==> src/rtl/ws2812_pkg.sv <==
// ws2812_pkg: shared timing defaults, FSM states and pixel width for the WS2812 frame controller
package ws2812_pkg;
  localparam int PIX_W     = 24;
  localparam int BIT_CYC   = 20;
  localparam int T0H_CYC   = 6;
  localparam int T1H_CYC   = 13;
  localparam int LATCH_CYC = 1000;
  typedef enum logic [1:0] {IDLE, FETCH, SHIFT, LATCH} state_t;
endpackage

==> src/rtl/ws2812_frame_ctrl_if.sv <==
// ws2812_frame_ctrl_if: pixel valid/ready handshake between a pixel source and the frame controller
interface ws2812_frame_ctrl_if;
  import ws2812_pkg::*;
  logic [PIX_W-1:0] pix_data;
  logic             pix_valid;
  logic             pix_ready;
  modport master(output pix_data, pix_valid, input pix_ready);
  modport slave(input pix_data, pix_valid, output pix_ready);
endinterface

==> src/rtl/ws2812_bit_encoder.sv <==
// ws2812_bit_encoder: per-bit cycle counter and registered WS2812 high/low compare for Dout
module ws2812_bit_encoder
  import ws2812_pkg::*;
#(
  parameter int BIT_CYCLES = BIT_CYC,
  parameter int T0H_CYCLES = T0H_CYC,
  parameter int T1H_CYCLES = T1H_CYC
) (
  input  logic clk,
  input  logic rst,
  input  logic i_en,
  input  logic i_bit,
  output logic o_bit_last,
  output logic o_dout
);
  localparam int CW = $clog2(BIT_CYCLES);
  logic [CW-1:0] r_bit_cnt;
  logic          r_dout;
  logic          w_high;
  if (!(T0H_CYCLES > 0 && T0H_CYCLES < T1H_CYCLES && T1H_CYCLES < BIT_CYCLES)) begin : g_bad_timing
    $error("ws2812_bit_encoder: timing must satisfy 0 < T0H_CYCLES < T1H_CYCLES < BIT_CYCLES");
  end
  assign o_bit_last = i_en && r_bit_cnt == CW'(BIT_CYCLES - 1);
  assign w_high     = i_en && r_bit_cnt < (i_bit ? CW'(T1H_CYCLES) : CW'(T0H_CYCLES));
  assign o_dout     = r_dout;
  always_ff @(posedge clk) begin
    if (rst) begin
      r_bit_cnt <= '0;
      r_dout    <= 1'b0;
    end else begin
      r_bit_cnt <= (!i_en || o_bit_last) ? '0 : r_bit_cnt + 1'b1;
      r_dout    <= w_high;
    end
  end
endmodule

==> src/rtl/ws2812_frame_ctrl.sv <==
// ws2812_frame_ctrl: fetches GRB pixels over valid/ready and sequences a full WS2812 frame onto Dout
module ws2812_frame_ctrl
  import ws2812_pkg::*;
#(
  parameter int NUM_LEDS     = 8,
  parameter int BIT_CYCLES   = BIT_CYC,
  parameter int T0H_CYCLES   = T0H_CYC,
  parameter int T1H_CYCLES   = T1H_CYC,
  parameter int LATCH_CYCLES = LATCH_CYC
) (
  input  logic               sys_clk,
  input  logic               sys_rst,
  input  logic               start,
  ws2812_frame_ctrl_if.slave pix,
  output logic               Dout,
  output logic               busy,
  output logic               done,
  output logic               underrun
);
  localparam int FW = $clog2(NUM_LEDS + 1);
  localparam int LW = $clog2(LATCH_CYCLES + 1);
  localparam int BW = $clog2(PIX_W);
  state_t           r_state, w_state_nxt;
  logic [PIX_W-1:0] r_shift, r_buf;
  logic [FW-1:0]    r_fetch_cnt, r_led_idx, w_fetch_nxt;
  logic [BW-1:0]    r_bit_idx;
  logic [LW-1:0]    r_latch_cnt;
  logic r_buf_full, r_ready, r_busy, r_done, r_underrun;
  logic w_hs, w_bit_last, w_pix_end, w_last_led, w_drain, w_underrun, w_buf_full_nxt, w_ready_nxt;
  if (NUM_LEDS < 1 || NUM_LEDS > 1024) begin : g_bad_num
    $error("ws2812_frame_ctrl: NUM_LEDS must be in 1..1024");
  end
  ws2812_bit_encoder #(
    .BIT_CYCLES(BIT_CYCLES),
    .T0H_CYCLES(T0H_CYCLES),
    .T1H_CYCLES(T1H_CYCLES)
  ) u_enc (
    .clk       (sys_clk),
    .rst       (sys_rst),
    .i_en      (r_state == SHIFT),
    .i_bit     (r_shift[PIX_W-1]),
    .o_bit_last(w_bit_last),
    .o_dout    (Dout)
  );
  assign w_hs           = pix.pix_valid && r_ready;
  assign w_pix_end      = w_bit_last && r_bit_idx == BW'(PIX_W - 1);
  assign w_last_led     = r_led_idx == FW'(NUM_LEDS - 1);
  assign w_drain        = r_state == SHIFT && w_pix_end && !w_last_led && r_buf_full;
  assign w_underrun     = r_state == SHIFT && w_pix_end && !w_last_led && !r_buf_full;
  assign w_buf_full_nxt = w_drain ? 1'b0 : (w_hs && r_state == SHIFT) || r_buf_full;
  assign w_fetch_nxt    = (r_state == IDLE && start) ? '0 : w_hs ? r_fetch_cnt + 1'b1 : r_fetch_cnt;
  assign w_ready_nxt    = (w_state_nxt == FETCH || w_state_nxt == SHIFT) && !w_buf_full_nxt &&
                          w_fetch_nxt < FW'(NUM_LEDS);
  assign pix.pix_ready  = r_ready;
  assign busy           = r_busy;
  assign done           = r_done;
  assign underrun       = r_underrun;
  always_comb begin
    w_state_nxt = r_state;
    case (r_state)
      IDLE:    w_state_nxt = start ? FETCH : IDLE;
      FETCH:   w_state_nxt = w_hs ? SHIFT : FETCH;
      SHIFT:   w_state_nxt = (w_pix_end && (w_last_led || !r_buf_full)) ? LATCH : SHIFT;
      LATCH:   w_state_nxt = (r_latch_cnt == LW'(LATCH_CYCLES)) ? IDLE : LATCH;
      default: w_state_nxt = IDLE;
    endcase
  end
  always_ff @(posedge sys_clk) begin
    if (sys_rst) begin
      r_state    <= IDLE;
      r_ready    <= 1'b0;
      r_busy     <= 1'b0;
      r_done     <= 1'b0;
      r_underrun <= 1'b0;
    end else begin
      r_state    <= w_state_nxt;
      r_ready    <= w_ready_nxt;
      r_busy     <= w_state_nxt != IDLE;
      r_done     <= r_state == LATCH && w_state_nxt == IDLE;
      r_underrun <= w_underrun;
    end
  end
  always_ff @(posedge sys_clk) begin
    if (sys_rst) begin
      r_shift     <= '0;
      r_buf       <= '0;
      r_buf_full  <= 1'b0;
      r_fetch_cnt <= '0;
      r_led_idx   <= '0;
      r_bit_idx   <= '0;
      r_latch_cnt <= '0;
    end else begin
      r_shift     <= (w_hs && r_state == FETCH) ? pix.pix_data :
                     w_drain ? r_buf : w_bit_last ? r_shift << 1 : r_shift;
      r_buf       <= (w_hs && r_state == SHIFT) ? pix.pix_data : r_buf;
      r_buf_full  <= w_buf_full_nxt;
      r_fetch_cnt <= w_fetch_nxt;
      r_led_idx   <= (r_state == IDLE && start) ? '0 : w_pix_end ? r_led_idx + 1'b1 : r_led_idx;
      r_bit_idx   <= (r_state != SHIFT || w_pix_end) ? '0 : w_bit_last ? r_bit_idx + 1'b1 : r_bit_idx;
      r_latch_cnt <= (r_state == LATCH && w_state_nxt == LATCH) ? r_latch_cnt + 1'b1 : '0;
    end
  end
endmodule

==> src/flat_wrapper.sv <==
// flat-port wrapper written by rule: the top's interface ports become plain ports
module ws2812_frame_ctrl_flat import ws2812_pkg::*;
#(
  parameter int NUM_LEDS     = 8,
  parameter int BIT_CYCLES   = BIT_CYC,
  parameter int T0H_CYCLES   = T0H_CYC,
  parameter int T1H_CYCLES   = T1H_CYC,
  parameter int LATCH_CYCLES = LATCH_CYC
)
  (sys_clk, sys_rst, start, Dout, busy, done, underrun, pix_pix_data, pix_pix_valid, pix_pix_ready);
  ws2812_frame_ctrl_if pix_i ();
  input  logic sys_clk;
  input  logic sys_rst;
  input  logic start;
  output logic Dout;
  output logic busy;
  output logic done;
  output logic underrun;
  input wire logic [$bits(pix_i.pix_data)-1:0] pix_pix_data;
  input wire logic [$bits(pix_i.pix_valid)-1:0] pix_pix_valid;
  output wire logic [$bits(pix_i.pix_ready)-1:0] pix_pix_ready;
  assign pix_i.pix_data = pix_pix_data;
  assign pix_i.pix_valid = pix_pix_valid;
  assign pix_pix_ready = pix_i.pix_ready;
  ws2812_frame_ctrl #(.NUM_LEDS(NUM_LEDS), .BIT_CYCLES(BIT_CYCLES), .T0H_CYCLES(T0H_CYCLES), .T1H_CYCLES(T1H_CYCLES), .LATCH_CYCLES(LATCH_CYCLES)) u_core (.sys_clk(sys_clk), .sys_rst(sys_rst), .start(start), .pix(pix_i), .Dout(Dout), .busy(busy), .done(done), .underrun(underrun));
endmodule
==> config.mk <==
export PLATFORM = sky130hd
export DESIGN_NAME = ws2812_frame_ctrl_flat
export DESIGN_NICKNAME = d
export VERILOG_FILES = /design/src/rtl/ws2812_pkg.sv /design/src/rtl/ws2812_frame_ctrl_if.sv /design/src/rtl/ws2812_bit_encoder.sv /design/src/rtl/ws2812_frame_ctrl.sv /design/src/flat_wrapper.sv
export SDC_FILE = /design/constraint.sdc
export NUM_CORES = 1
export LEC_CHECK = 0
export ABC_AREA = 1
export BUFFER_PORTS_ARGS = -buffer_cell sky130_fd_sc_hd__buf_2
export CORE_MARGIN = 2
export CORE_UTILIZATION = 54
export DETAILED_ROUTE_END_ITERATION = 6
export GPL_ROUTABILITY_DRIVEN = 0
export PLACE_DENSITY = 0.73
export RECOVER_POWER = 50
export SLEW_MARGIN = 0
export SYNTH_ARGS = -nofsm -noshare
export SYNTH_HDL_FRONTEND = slang
export SYNTH_SLANG_ARGS = --single-unit
==> constraint.sdc <==
create_clock -name sys_clk -period 2.4 [get_ports sys_clk]
set_input_delay 0.24 -clock sys_clk [delete_from_list [all_inputs] [get_ports sys_clk]]
set_output_delay 0.24 -clock sys_clk [all_outputs]
set_load 0.01 [all_outputs]
# Word-level counts from Yosys, hierarchy flattened
# Index checks and enable logic that the tools add are counted.
[totals]
reg_bits = 84
in_bits = 28
out_inout_bits = 5
elab_cells = 78
[classes]
addsub = 5
order_cmp = 2
n_eq_ne = 11
muxes = 12
bitwise = 1
reduce_logical = 33
[op_table]
columns = ["cell", "n"]
rows = [
  ["24-bit two-way mux", 3],
  ["1-bit logical AND", 16],
  ["4-bit two-way mux", 3],
  ["10-bit by 1-bit adder with 10-bit output, second input constant", 1],
  ["5-bit by 1-bit adder with 5-bit output, second input constant", 2],
  ["10-bit equality test, second input constant", 1],
  ["5-bit equality test, second input constant", 2],
  ["4-bit by 1-bit adder with 4-bit output, second input constant", 2],
  ["2-bit equality test, second input constant", 4],
  ["2-bit case mux with 4 select lines", 1],
  ["2-bit OR reduction", 4],
  ["1-bit logical OR", 5],
  ["5-bit by 4-bit < comparator with 1-bit output", 1],
  ["2-bit by 1-bit equality test with 1-bit output, second input constant", 2],
  ["4-bit by 3-bit equality test with 1-bit output, second input constant", 1],
  ["1-bit logical NOT", 4],
  ["2-bit logical NOT", 2],
  ["4-bit < comparator, second input constant", 1],
  ["2-bit two-way mux", 2],
  ["1-bit two-way mux", 3],
  ["3-bit nonzero test", 1],
  ["2-bit inequality test, second input constant", 1],
  ["2-bit nonzero test", 1],
  ["1-bit NOT", 1],
]

# Logic depth before layout (Yosys ltp)
# Gate-level depths: netlist of the first run.
[depth]
depth_word = 10
depth_mapped = 13
ltp_nobuf = 12

# By module
# A second synthesis of the first run with hierarchy kept.
[unflattened]
hier_cells = 588
area_unflattened_um2 = 4155.2
[modules_own_cells]
columns = ["mod", "instances", "cells_each", "area_per_inst_um2", "seq_area_each_um2"]
rows = [
  ["ws2812_frame_ctrl", 1, 542, 3819.9, 1561.5],
  ["ws2812_bit_encoder", 1, 46, 335.3, 120.1],
]

# Worst setup path after synthesis of the first run
# No wires, ideal clock.
[synth_timing]
kind = "reg2reg"
startpoint = "register u_core.u_enc.r_bit_cnt[0]"
endpoint = "register u_core.r_latch_cnt[9]"
setup_ns = 0.070
arrival_time_ns = 1.899
required_ns = 2.330
path_slack_ns = 0.432
path_stages_with_launch = 14
n_path_buf = 1
synth_period_minus_slack_ns = 1.968
cell_sequence = "dfxtp_1 ha_1 inv_1 nor2_2 nand3_2 nor2_4 buf_4 nand2_1 nand4_1 ha_1 nand3_1 inv_1 o21ai_0 a21oi_1"
[synth_between]
elab_chain_cells = 10
[synth_lines]
columns = ["element", "line_no", "source"]
rows = [
  ["from (decl)", "ws2812_bit_encoder.sv:17", "logic [CW-1:0] r_bit_cnt;"],
  ["from (signal assigned)", "ws2812_bit_encoder.sv:31", "r_bit_cnt <= (!i_en || o_bit_last) ? '0 : r_bit_cnt + 1'b1;"],
  ["5-bit equality test", "ws2812_bit_encoder.sv:23", "assign o_bit_last = i_en && r_bit_cnt == CW'(BIT_CYCLES - 1);"],
  ["1-bit logical AND", "ws2812_bit_encoder.sv:23", ""],
  ["1-bit logical AND", "ws2812_frame_ctrl.sv:46", "assign w_pix_end = w_bit_last && r_bit_idx == BW'(PIX_W - 1);"],
  ["1-bit logical AND", "ws2812_frame_ctrl.sv:63", "SHIFT: w_state_nxt = (w_pix_end && (w_last_led || !r_buf_full)) ? LATCH : SHIFT;"],
  ["1-bit two-way mux", "ws2812_frame_ctrl.sv:63", ""],
  ["2-bit case mux with 4 select lines", "ws2812_frame_ctrl.sv:60", "case (r_state)"],
  ["named net u_core.w_state_nxt[0]", "ws2812_frame_ctrl.sv:23", "state_t r_state, w_state_nxt;"],
  ["2-bit equality test", "ws2812_frame_ctrl.sv:100", "r_latch_cnt <= (r_state == LATCH && w_state_nxt == LATCH) ? r_latch_cnt + 1'b1 : '0;"],
  ["1-bit logical AND", "ws2812_frame_ctrl.sv:100", ""],
  ["1-bit NOT (no line)", "--", ""],
  ["2-bit OR reduction (no line)", "--", ""],
  ["to (signal assigned)", "ws2812_frame_ctrl.sv:100", ""],
  ["to (decl)", "ws2812_frame_ctrl.sv:27", "logic [LW-1:0] r_latch_cnt;"],
]
# The timed path passes the listed nets, and every way through them passes these cells.
# A chain may end at the register's enable or synchronous reset.

==> results.sh, run 1 <==
export IMPL_grt_usage_pct=22.3
export IMPL_fmax_mhz=470
export IMPL_cts_made_buffers=9
export IMPL_initial_core_util_pct=55.3
export IMPL_drv_cap=0
export IMPL_r2r_end="u_core.r_latch_cnt[3]$_SDFF_PP0_"
export IMPL_peakVddDrop_v=0.000298
export IMPL_syn_area_um2=3970
export IMPL_cellPowerDensity_nw_per_um2=610
export IMPL_crit_path_start_kind="input port"
export IMPL_synth_top_area_share_pct=42.4
export IMPL_grt_pass1_vias=3488
export IMPL_synth_cells=579
export IMPL_hp_class="input port to flop"
export IMPL_route_detailed_drc=0
export IMPL_fp_dieH_um=89.7
export IMPL_cts_setup_buffers=0
export IMPL_vias_per_cell=5.11
export IMPL_maxSlewHeadroom_pct=23.3
export IMPL_cp_slowest_cell="clkbuf_1"
export IMPL_row_count=31
export IMPL_fin_nets=647
export IMPL_tightest_slew_ns=1.15
export IMPL_layout_commonest_cell="inv_1"
export IMPL_min_delay_start="pix_pix_data[7]"
export IMPL_leakagePower_nw=1.82
export IMPL_first_pass_iters=4
export IMPL_seq_area_frac_synth_pct=42.4
export IMPL_dp_cells=697
export IMPL_syn_nets=617
export IMPL_cts_tree="yes"
export IMPL_drv_slew=0
export IMPL_dpl_cell_area_um2=4230
export IMPL_coreArea_um2=7180
export IMPL_critPathArrivalTime_ns=2.36
export IMPL_dp_hpwl_um=5740
export IMPL_clock_sinks=84
export IMPL_syn2layout_area_growth_pct=11.9
export IMPL_path_class="input port to flop"
export IMPL_total_power_mw=2.71
export IMPL_finalSetupViolations=0
export IMPL_clk_pin_slew_ns=0.08
export IMPL_final_antenna_net_count=0
export IMPL_synth_avg_cell_area_um2=6.85
export IMPL_finClkSkew_ns=0.00580
export IMPL_worstSkewPairLatency_ns=0.35
export IMPL_finalCriticalPeriod_ns=2.13
export IMPL_die_w_um=89.7
export IMPL_finalWirelength_um=8530
export IMPL_post_place_ws_ns=0.308
export IMPL_overflow=0
export IMPL_hold_buffers=0
export IMPL_wire_per_inst_um=12.0
export IMPL_layout_common_cells="inv_1 (118), nand2_1 (98), dfxtp_1 (84)"
export IMPL_reg2reg_from="u_core.u_enc.r_bit_cnt[1]$_SDFF_PP0_"
export IMPL_grt_setup_unrepaired="no"
export IMPL_crit_buf_inv=3
export IMPL_ys_ff_latch=84
export IMPL_hold_viol_final=0
export IMPL_synthTopCellsByArea="dfxtp_1 (42%), inv_1 (11%), nand2_1 (9.3%)"
export IMPL_ctsLongestPathBuffers=2
export IMPL_cp_slowest_stage_delay_ns=0.82
export IMPL_end_kind="flop"
export IMPL_ios=33
export IMPL_grt_max_degree=36
export IMPL_cts_root_buf="clkbuf_8"
export IMPL_grt_first_pass_wirelength_um=14900
export IMPL_path_cells="clkbuf_1 -> clkinv_1 -> clkbuf_2 -> o21ai_0 -> nor2_1"
export IMPL_drive_gt1_share_pct=9.95
export IMPL_whs_path_depth=3
export IMPL_cpLargestDelayFamily="buffers and inverters"
export IMPL_fin_cells=712
export IMPL_cp_max_fo=31
export IMPL_htreeDepth=3
export IMPL_vias=3637
export IMPL_synth_top_area_cell="dfxtp_1"
export IMPL_rr_worst_depth=12
export IMPL_dieArea_um2=8050
export IMPL_finalCritPeriodShare_pct=88.6
export IMPL_port_buffers=32
export IMPL_required_ns=2.64
export IMPL_synth_cell_type_count=28
export IMPL_cts_resized=0
export IMPL_n_antenna_cell=0
export IMPL_min_to="u_core.r_buf[7]$_SDFFE_PP0P_"
export IMPL_r2r_setup_slack_ns=0.29
export IMPL_antenna_found_initial=0
export IMPL_stdcell_area_um2=4440
export IMPL_fin_ws_ns=0.274
export IMPL_yosysWarnings=0
export IMPL_status="completed"
export IMPL_drt_initial_drc_count=158
export IMPL_finalSetupTns_ns=0
-- registers in the layout, summed over array words and instances (netlist names) --
name and count:
u_core.busy 1, u_core.r_fetch_cnt 4, u_core.pix.pix_ready 1, u_core.u_enc.r_bit_cnt 5
u_core.r_buf_full 1, u_core.r_led_idx 4, u_core.underrun 1, u_core.done 1
u_core.r_state 2, u_core.u_enc.o_dout 1, u_core.r_bit_idx 5, u_core.r_buf 24
u_core.r_shift 24, u_core.r_latch_cnt 10
-- Yosys cell counts --
| cell | instances |
|---|---|
| inv_1 | 118 |
| nor3_1 | 6 |
| a31oi_1 | 2 |
| nor2_2 | 4 |
| buf_4 | 2 |
| dfxtp_1 | 84 |
| nand3_1 | 50 |
| nand2_1 | 98 |
| nand2_2 | 2 |
| xor2_1 | 2 |
| clkbuf_1 | 12 |
| buf_6 | 1 |
| nand4_1 | 14 |
| buf_2 | 8 |
| nor2_4 | 2 |
| nand3_2 | 1 |
| xnor2_1 | 2 |
| o22ai_1 | 3 |
| nand3b_1 | 1 |
| clkinv_1 | 1 |
| a21oi_1 | 48 |
| ha_1 | 10 |
| nor2_1 | 49 |
| nor4_1 | 3 |
| or2_0 | 1 |
| inv_2 | 1 |
| or2_2 | 1 |
| o21ai_0 | 53 |
-- metrics by stage --
stage / hold WS, ns / util, %
after global placement: 0.414 / 58.9
after detailed placement: 0.413 / 58.9
final: 0.125 / 61.9
after CTS: 0.120 / 62.1
after floorplan: 0.375 / -
after global routing: 0.129 / 61.9
-- worst max-delay path by stage --
stage / cells past startpoint / start / end / slack, ns
2_1_floorplan: 13 / u_core.u_enc.r_bit_cnt[0]$_SDFF_PP0_ / u_core.r_latch_cnt[9]$_SDFF_PP0_ / 0.43
3_3_place_gp: 12 / u_core.u_enc.r_bit_cnt[0]$_SDFF_PP0_ / u_core.r_latch_cnt[7]$_SDFF_PP0_ / 0.39
3_5_place_dp: 12 / u_core.u_enc.r_bit_cnt[0]$_SDFF_PP0_ / u_core.r_latch_cnt[3]$_SDFF_PP0_ / 0.31
4_1_cts: 12 / u_core.u_enc.r_bit_cnt[0]$_SDFF_PP0_ / u_core.r_latch_cnt[3]$_SDFF_PP0_ / 0.28
5_1_grt: 5 / sys_rst / u_core.r_buf[5]$_SDFFE_PP0P_ / 0.04
6_report: 5 / sys_rst / u_core.r_buf[13]$_SDFFE_PP0P_ / 0.27
-- cells by family (layout without fill, tap and decap cells) --
logic type,count (synthesis),count (layout),share of synthesized area [%]
simple gates,232,232,25.9
xor+xnor,4,4,0.883
fa+ha+maj,10,10,3.15
compound gates,106,106,13.5
buf+inv,143,177,14.2
flops,84,84,42.4
-- layer usage --
layer  vias up  routed length, um  track usage (%)
li1       1884                  -                -
met1      1654               4150             28.2
met2        75               3860             36.9
met3        24                281             4.19
met4         0                242             10.4
met5         -                  0                0
-- report_power, final --
group	total, mW	switching [mW]	internal [mW]
Combinational	0.160	0.102	0.0575
Clock	1.12	0.488	0.635
Sequential	1.43	0.0100	1.42
Total	2.71	0.600	2.11
-- worst register-to-register path, stage by stage (launching register included) --
cell and delay [ns]:
dfxtp_1 0.37, ha_1 0.18, inv_1 0.06, nor2_2 0.13, nand3_2 0.13, nor2_4 0.18, nand2_1 0.08, nand4_1 0.14
ha_1 0.16, nand3_1 0.22, inv_1 0.18, o21ai_0 0.10, a21oi_1 0.12
-- area by class of cell --
type	instances	area, um2
Inverter	120	450
Multi-Input combinational cell	352	1730
Clock inverter	4	72.6
Tap cell	99	124
Timing Repair Buffer	42	234
Fill cell	688	2740
Clock buffer	11	151
Sequential cell	84	1680
Power figures use the tool's default switching activity.
==> run 2: changes to the inputs <==
--- a/config.mk
+++ b/config.mk
@@ -9,6 +9,7 @@
 export BUFFER_PORTS_ARGS = -buffer_cell sky130_fd_sc_hd__buf_2
 export CORE_MARGIN = 2
 export CORE_UTILIZATION = 54
+export CTS_BUF_LIST = sky130_fd_sc_hd__clkbuf_8
 export DETAILED_ROUTE_END_ITERATION = 6
 export GPL_ROUTABILITY_DRIVEN = 0
 export PLACE_DENSITY = 0.73
@@ -16,4 +17,5 @@
 export SLEW_MARGIN = 0
 export SYNTH_ARGS = -nofsm -noshare
 export SYNTH_HDL_FRONTEND = slang
+export SYNTH_HIERARCHICAL = 1
 export SYNTH_SLANG_ARGS = --single-unit
==> run 2 against run 1 <==
  * Critical path depth grew 7
  * Design area is 1.9% higher
  * Global-route usage is 0.15 points lower
  * Final cell count up 0.14%
  * Combinational power increased by 47%
  * Synthesized area up 4.7%
  * Via count rose by 1.2%
  * First-iteration DRC count rose by 55%
  * Total power down 1.4%
  * Sequential share of layout area fell by 0.66 points
  * Maximum frequency decreased by 3.5%
  * Critical endpoint is now u_core/pix.pix_ready$_SDFF_PP0_
==> results.sh, run 2 <==
export IMPL_status="completed"
export IMPL_cts_tree="yes"
export IMPL_fin_cells=713
export IMPL_clk_pin_slew_ns=0.09
export IMPL_cp_max_fo=31
export IMPL_dieArea_um2=8410
export IMPL_drive_gt1_share_pct=11.4
export IMPL_whs_path_depth=3
export IMPL_wl_met3_um=350
export IMPL_required_ns=2.69
export IMPL_worstSkewPairLatency_ns=0.35
export IMPL_htreeDepth=3
export IMPL_path_class="flop to flop"
export IMPL_drt_initial_drc_count=245
export IMPL_grt_max_degree=47
export IMPL_min_delay_start="pix_pix_data[15]"
export IMPL_power_frac_comb_pct=8.8
export IMPL_grt_first_pass_wirelength_um=15300
export IMPL_fillCellCount=699
export IMPL_cts_setup_buffers=0
export IMPL_fin_nets=648
export IMPL_intPower_mw=2.00
export IMPL_synth_commonest_cells="inv_1 (105), nand2_1 (87), dfxtp_1 (84)"
export IMPL_synth_avg_cell_area_um2=7.07
export IMPL_synthTopCellsByArea="dfxtp_1 (40%), inv_1 (9.5%), nand2_1 (7.9%)"
export IMPL_finalCriticalPeriod_ns=2.20
export IMPL_hp_class="input port to flop"
export IMPL_antenna_found_initial=0
export IMPL_port_buffers=32
export IMPL_dpl_cell_area_um2=4340
export IMPL_cts_resized=0
export IMPL_rr_worst_depth=12
export IMPL_synth_top_area_share_pct=40.5
export IMPL_highest_layer="met4"
export IMPL_critPathArrivalTime_ns=2.49
export IMPL_initial_core_util_pct=56.4
export IMPL_finalWirelength_um=8920
export IMPL_overflow=0
export IMPL_drv_slew=0
export IMPL_dp_cells=698
export IMPL_end_kind="flop"
export IMPL_seq_area_frac_synth_pct=40.5
export IMPL_sequentialPowerShare_pct=54.0
export IMPL_fp_dieH_um=91.7
export IMPL_post_route_util_pct=61.4
export IMPL_wire_per_inst_um=12.5
export IMPL_syn2layout_area_growth_pct=8.88
export IMPL_hold_buffers=0
export IMPL_swShare_pct=25.1
export IMPL_yosysWarnings=6
export IMPL_peakVddDrop_v=0.000317
export IMPL_first_pass_iters=4
export IMPL_stdcell_area_um2=4520
export IMPL_fmax_mhz=454
export IMPL_vias_per_cell=5.16
export IMPL_drv_cap=0
export IMPL_crit_path_start_kind="flop"
export IMPL_vias=3679
export IMPL_r2r_end="u_core/pix.pix_ready$_SDFF_PP0_"
export IMPL_async_reset_ff_share_pct=0
export IMPL_synth_cells=588
export IMPL_p_clk_share_pct=37.2
export IMPL_grt_pass1_vias=3447
export IMPL_coreArea_um2=7370
export IMPL_reg_largest_list="u_core/r_buf (24), u_core/r_shift (24), u_core/r_latch_cnt (10)"
export IMPL_synth_cell_type_count=32
export IMPL_final_antenna_net_count=0
export IMPL_grt_usage_pct=22.1
export IMPL_layout_common_cells="inv_1 (105), nand2_1 (87), dfxtp_1 (82)"
export IMPL_clock_sinks=84
export IMPL_reg2reg_from="u_core/u_enc/r_bit_cnt[0]$_SDFF_PP0_"
export IMPL_syn_nets=626
export IMPL_finalCritPeriodShare_pct=91.8
export IMPL_tightest_slew_ns=0.789
export IMPL_met1Wirelength_um=4380
export IMPL_synthFlopType="dfxtp_1"
export IMPL_grt_setup_unrepaired="yes"
export IMPL_dp_hpwl_um=5670
export IMPL_finalSetupTns_ns=0
export IMPL_p_switching_uw=671
export IMPL_cts_made_buffers=9
export IMPL_finClkSkew_ns=0.0114
export IMPL_synth_most_common_cell="inv_1"
export IMPL_maxSlewHeadroom_pct=47.4
export IMPL_leakagePower_nw=1.90
export IMPL_row_count=31
export IMPL_hold_viol_final=0
export IMPL_min_to="u_core/r_buf[15]$_SDFFE_PP0P_"
export IMPL_ios=33
export IMPL_route_detailed_drc=0
export IMPL_die_w_um=91.7
export IMPL_finalSetupViolations=0
export IMPL_wl_met2_um=4050
export IMPL_cts_root_buf="clkbuf_8"
export IMPL_cellPowerDensity_nw_per_um2=590
export IMPL_r2r_setup_slack_ns=0.20
export IMPL_ys_ff_latch=84
export IMPL_layout_commonest_cell="inv_1"
export IMPL_n_antenna_cell=0
export IMPL_syn_area_um2=4160
export IMPL_ctsLongestPathBuffers=2
export IMPL_synth_edff_count=0
export IMPL_synth_top_area_cell="dfxtp_1"
[run 2: changes by cell type after synthesis, moves of 12 or more]
cell and change:
nand4_1 +15, inv_1 -13, o21ai_0 -16, nor2_1 -14, o21ai_1 +21, nand3_1 +12
[run 2: worst max path at each step]
stage | startpoint | endpoint | slack, ns
after floorplan | u_core/r_state[1]$_SDFF_PP0_ | u_core/r_latch_cnt[4]$_SDFF_PP0_ | 0.08
after global placement | u_core/u_enc/r_bit_cnt[0]$_SDFF_PP0_ | u_core/r_latch_cnt[8]$_SDFF_PP0_ | 0.17
after detailed placement | u_core/u_enc/r_bit_cnt[0]$_SDFF_PP0_ | u_core/r_latch_cnt[6]$_SDFF_PP0_ | 0.07
after CTS | u_core/u_enc/r_bit_cnt[0]$_SDFF_PP0_ | u_core/r_latch_cnt[8]$_SDFF_PP0_ | 0.03
after global routing | u_core/u_enc/r_bit_cnt[0]$_SDFF_PP0_ | u_core/r_latch_cnt[6]$_SDFF_PP0_ | -0.02
final | u_core/u_enc/r_bit_cnt[0]$_SDFF_PP0_ | u_core/pix.pix_ready$_SDFF_PP0_ | 0.20
[run 2: metrics by stage]
stage / power [mW] / setup slack (ns) / hold slack (ns)
2_1_floorplan: 1.63 / 0.0790 / 0.406
3_3_place_gp: 1.71 / 0.168 / 0.438
3_5_place_dp: 1.71 / 0.0732 / 0.445
4_1_cts: 2.71 / 0.0311 / 0.162
5_1_grt: 2.79 / -0.0192 / 0.189
6_report: 2.67 / 0.196 / 0.182
[run 2: logic make-up (layout without fill, tap and decap cells)]
| family | after synthesis | count (layout) | share of synthesized area, % |
|---|---|---|---|
| AND/OR/NAND/NOR | 228 | 228 | 26.3 |
| buffers and inverters | 140 | 166 | 14.3 |
| AO/OA/AOI/OAI | 122 | 122 | 15.0 |
| flip-flops | 84 | 84 | 40.5 |
| adder cells (fa/ha/maj) | 10 | 10 | 3.01 |
| XOR/XNOR | 4 | 4 | 0.843 |
[run 2: worst max-delay path, stage by stage (launching register included)]
cell and delay (ns):
dfxtp_2 0.37, ha_2 0.21, nand2_1 0.06, inv_1 0.05, nand2_1 0.06, nor2_1 0.15, nand3_2 0.14, nor2_4 0.12
buf_6 0.26, nand3_4 0.29, o21ai_0 0.22, nand3_1 0.11, nor2_1 0.08
[run 2: layout make-up]
class | instances | area, um2 | area share [%]
timing repair buffer | 44 | 244 | 5.39
multi-input combinational | 364 | 1880 | 41.5
inverter | 107 | 404 | 8.93
tap | 99 | 124 | 2.74
clock inverter | 5 | 52.6 | 1.16
clock buffer | 10 | 138 | 3.04
sequential | 84 | 1680 | 37.2
[run 2: power groups by stage]
| stage | clock network (mW) | registers [mW] | logic (mW) |
|---|---|---|---|
| floorplan | 0 | 1.47 | 0.161 |
| global placement | 0 | 1.47 | 0.234 |
| detailed placement | 0 | 1.47 | 0.237 |
| CTS | 1.03 | 1.44 | 0.238 |
| global route | 1.07 | 1.45 | 0.266 |
| finish | 0.994 | 1.44 | 0.236 |
[run 2: metal layers]
| metal | vias to the layer above | GRT usage (%) |
|---|---|---|
| met5 | - | 0 |
| met4 | 0 | 8.58 |
| met3 | 11 | 3.20 |
| met2 | 65 | 38.1 |
| met1 | 1660 | 28.0 |
| li1 | 1943 | - |
==> run 3: changes to the inputs <==
--- a/config.mk
+++ b/config.mk
@@ -6,13 +6,12 @@
 export NUM_CORES = 1
 export LEC_CHECK = 0
 export ABC_AREA = 1
-export BUFFER_PORTS_ARGS = -buffer_cell sky130_fd_sc_hd__buf_2
 export CORE_MARGIN = 2
 export CORE_UTILIZATION = 54
 export CTS_BUF_LIST = sky130_fd_sc_hd__clkbuf_8
 export DETAILED_ROUTE_END_ITERATION = 6
-export GPL_ROUTABILITY_DRIVEN = 0
-export PLACE_DENSITY = 0.73
+export DONT_BUFFER_PORTS = 1
+export PLACE_DENSITY = 0.69
 export RECOVER_POWER = 50
 export SLEW_MARGIN = 0
 export SYNTH_ARGS = -nofsm -noshare
==> run 3 against run 2 <==
  * Flip-flop and latch count unchanged
  * Clock power rose by 4%
  * Non-clock buffer count shrank 33
  * Routed wire length decreased by 0.55%
  * Die area unchanged
  * Worst setup slack better by 0.074 ns
  * Sequential share of layout area is 1.1 points higher
  * Critical endpoint unchanged
==> results.sh, run 3 (same netlist as run 2, synthesis figures left out) <==
export IMPL_drt_initial_drc_count=192
export IMPL_overflow=0
export IMPL_cts_root_buf="clkbuf_8"
export IMPL_fin_nets=616
export IMPL_die_w_um=91.7
export IMPL_finalSetupTns_ns=0
export IMPL_min_delay_start="pix_pix_data[0]"
export IMPL_cts_tree="yes"
export IMPL_total_power_mw=2.68
export IMPL_grt_usage_pct=21.4
export IMPL_r2r_setup_slack_ns=0.27
export IMPL_antenna_found_initial=0
export IMPL_port_buffers=0
export IMPL_worstSkewPairLatency_ns=0.34
export IMPL_n_antenna_cell=0
export IMPL_ctsLongestPathBuffers=2
export IMPL_finalCriticalPeriod_ns=2.13
export IMPL_dp_hpwl_um=5500
export IMPL_hold_viol_final=0
export IMPL_drv_cap=0
export IMPL_layout_common_cells="inv_1 (106), nand2_1 (88), dfxtp_1 (82)"
export IMPL_grt_first_pass_wirelength_um=14800
export IMPL_cts_setup_buffers=0
export IMPL_grt_max_degree=47
export IMPL_clk_pin_slew_ns=0.08
export IMPL_maxSlewHeadroom_pct=67.1
export IMPL_clock_sinks=84
export IMPL_finClkSkew_ns=0.00570
export IMPL_status="completed"
export IMPL_finalWeightedCongestion=0.787
export IMPL_grt_pass1_vias=3289
export IMPL_row_count=31
export IMPL_fmax_mhz=470
export IMPL_finalSetupViolations=0
export IMPL_path_class="flop to flop"
export IMPL_first_pass_iters=4
export IMPL_required_ns=2.69
export IMPL_hp_class="input port to flop"
export IMPL_reg_largest_list="u_core/r_buf (24), u_core/r_shift (24), u_core/r_latch_cnt (10)"
export IMPL_final_antenna_net_count=0
export IMPL_layout_commonest_cell="inv_1"
export IMPL_tightest_slew_ns=0.493
export IMPL_coreArea_um2=7370
export IMPL_cellPowerDensity_nw_per_um2=610
export IMPL_leakagePower_nw=1.80
export IMPL_finalWirelength_um=8870
export IMPL_cp_startpoint="u_core/r_state[1]$_SDFF_PP0_"
export IMPL_reg2reg_from="u_core/r_state[1]$_SDFF_PP0_"
export IMPL_htreeDepth=3
export IMPL_vias=3562
export IMPL_end_kind="flop"
export IMPL_cp_max_fo=32
export IMPL_rr_worst_depth=11
export IMPL_drive_gt1_share_pct=7.56
export IMPL_initial_core_util_pct=56.4
export IMPL_syn2layout_area_growth_pct=5.78
export IMPL_grt_setup_unrepaired="no"
export IMPL_vias_per_cell=5.23
export IMPL_crit_path_start_kind="flop"
export IMPL_fp_dieH_um=91.7
export IMPL_critPathArrivalTime_ns=2.42
export IMPL_crit_end="u_core/pix.pix_ready$_SDFF_PP0_"
export IMPL_cts_made_buffers=9
export IMPL_ios=33
export IMPL_r2r_end="u_core/pix.pix_ready$_SDFF_PP0_"
export IMPL_dieArea_um2=8410
export IMPL_route_detailed_drc=0
export IMPL_drv_slew=0
export IMPL_peakVddDrop_v=0.000363
export IMPL_whs_path_depth=2
export IMPL_finalCritPeriodShare_pct=88.7
export IMPL_wire_per_inst_um=13.0
## run 3: final cells by class
cell class	count	area [um2]
Clock buffer	12	165
Clock inverter	3	37.5
Fill cell	694	2970
Inverter	107	402
Multi-Input combinational cell	365	1900
Sequential cell	84	1680
Tap cell	99	124
Timing Repair Buffer	11	80.1
## run 3: metrics by stage
stage / hold slack, ns / cell area (um2) / cells / util (%) / setup WS, ns
6_report: 0.0768 / 4400 / 681 / 59.6 / 0.270
5_1_grt: 0.0711 / 4400 / 681 / 59.6 / 0.0179
4_1_cts: 0.0602 / 4370 / 680 / 59.3 / 0.0741
3_5_place_dp: 0.317 / 4160 / 664 / 56.5 / 0.0794
3_3_place_gp: 0.314 / 4160 / 664 / 56.5 / 0.185
2_1_floorplan: 0.406 / 4160 / 588 / - / 0.0790
## run 3: worst max-delay path: stages, from the launching register on
cell and delay, ns:
dfxtp_1 0.47, inv_2 0.09, nor2_4 0.11, inv_1 0.08
nor2_2 0.14, nand3_2 0.12, nor2_4 0.10, buf_4 0.35
nand3_4 0.25, o21ai_0 0.17, nand3_1 0.10, nor2_1 0.08
## run 3: timing repair
item / 4_1_cts / 5_1_grt
resized for setup: 0 / 8
hold buffers: 1 / 0
endpoints found under the hold margin: 6 / 0
endpoints found under the setup margin: 0 / 32
## run 3: worst min path at each step
stage | to | slack [ns]
2_1_floorplan | u_core/u_enc/o_dout$_SDFF_PP0_ | 0.41
3_3_place_gp | u_core/r_shift[0]$_SDFFE_PP0P_ | 0.31
3_5_place_dp | u_core/busy$_SDFF_PP0_ | 0.32
4_1_cts | u_core/r_buf[0]$_SDFFE_PP0P_ | 0.06
5_1_grt | u_core/u_enc/o_dout$_SDFF_PP0_ | 0.07
6_report | u_core/r_buf[0]$_SDFFE_PP0P_ | 0.08
## run 3: metal layers
metal	share of wire, %	routed length, um	vias to the layer above	GRT usage (%)
li1	-	-	1881	-
met1	46	4120	1593	27.7
met2	46	4040	77	34.3
met3	6.6	581	11	5.01
met4	1.4	121	0	9.45
met5	0	0	-	0
## run 3: power by group
part           switching, mW  internal (mW)
combinational          0.140         0.0613
sequential            0.0216           1.42
clock                  0.480          0.554
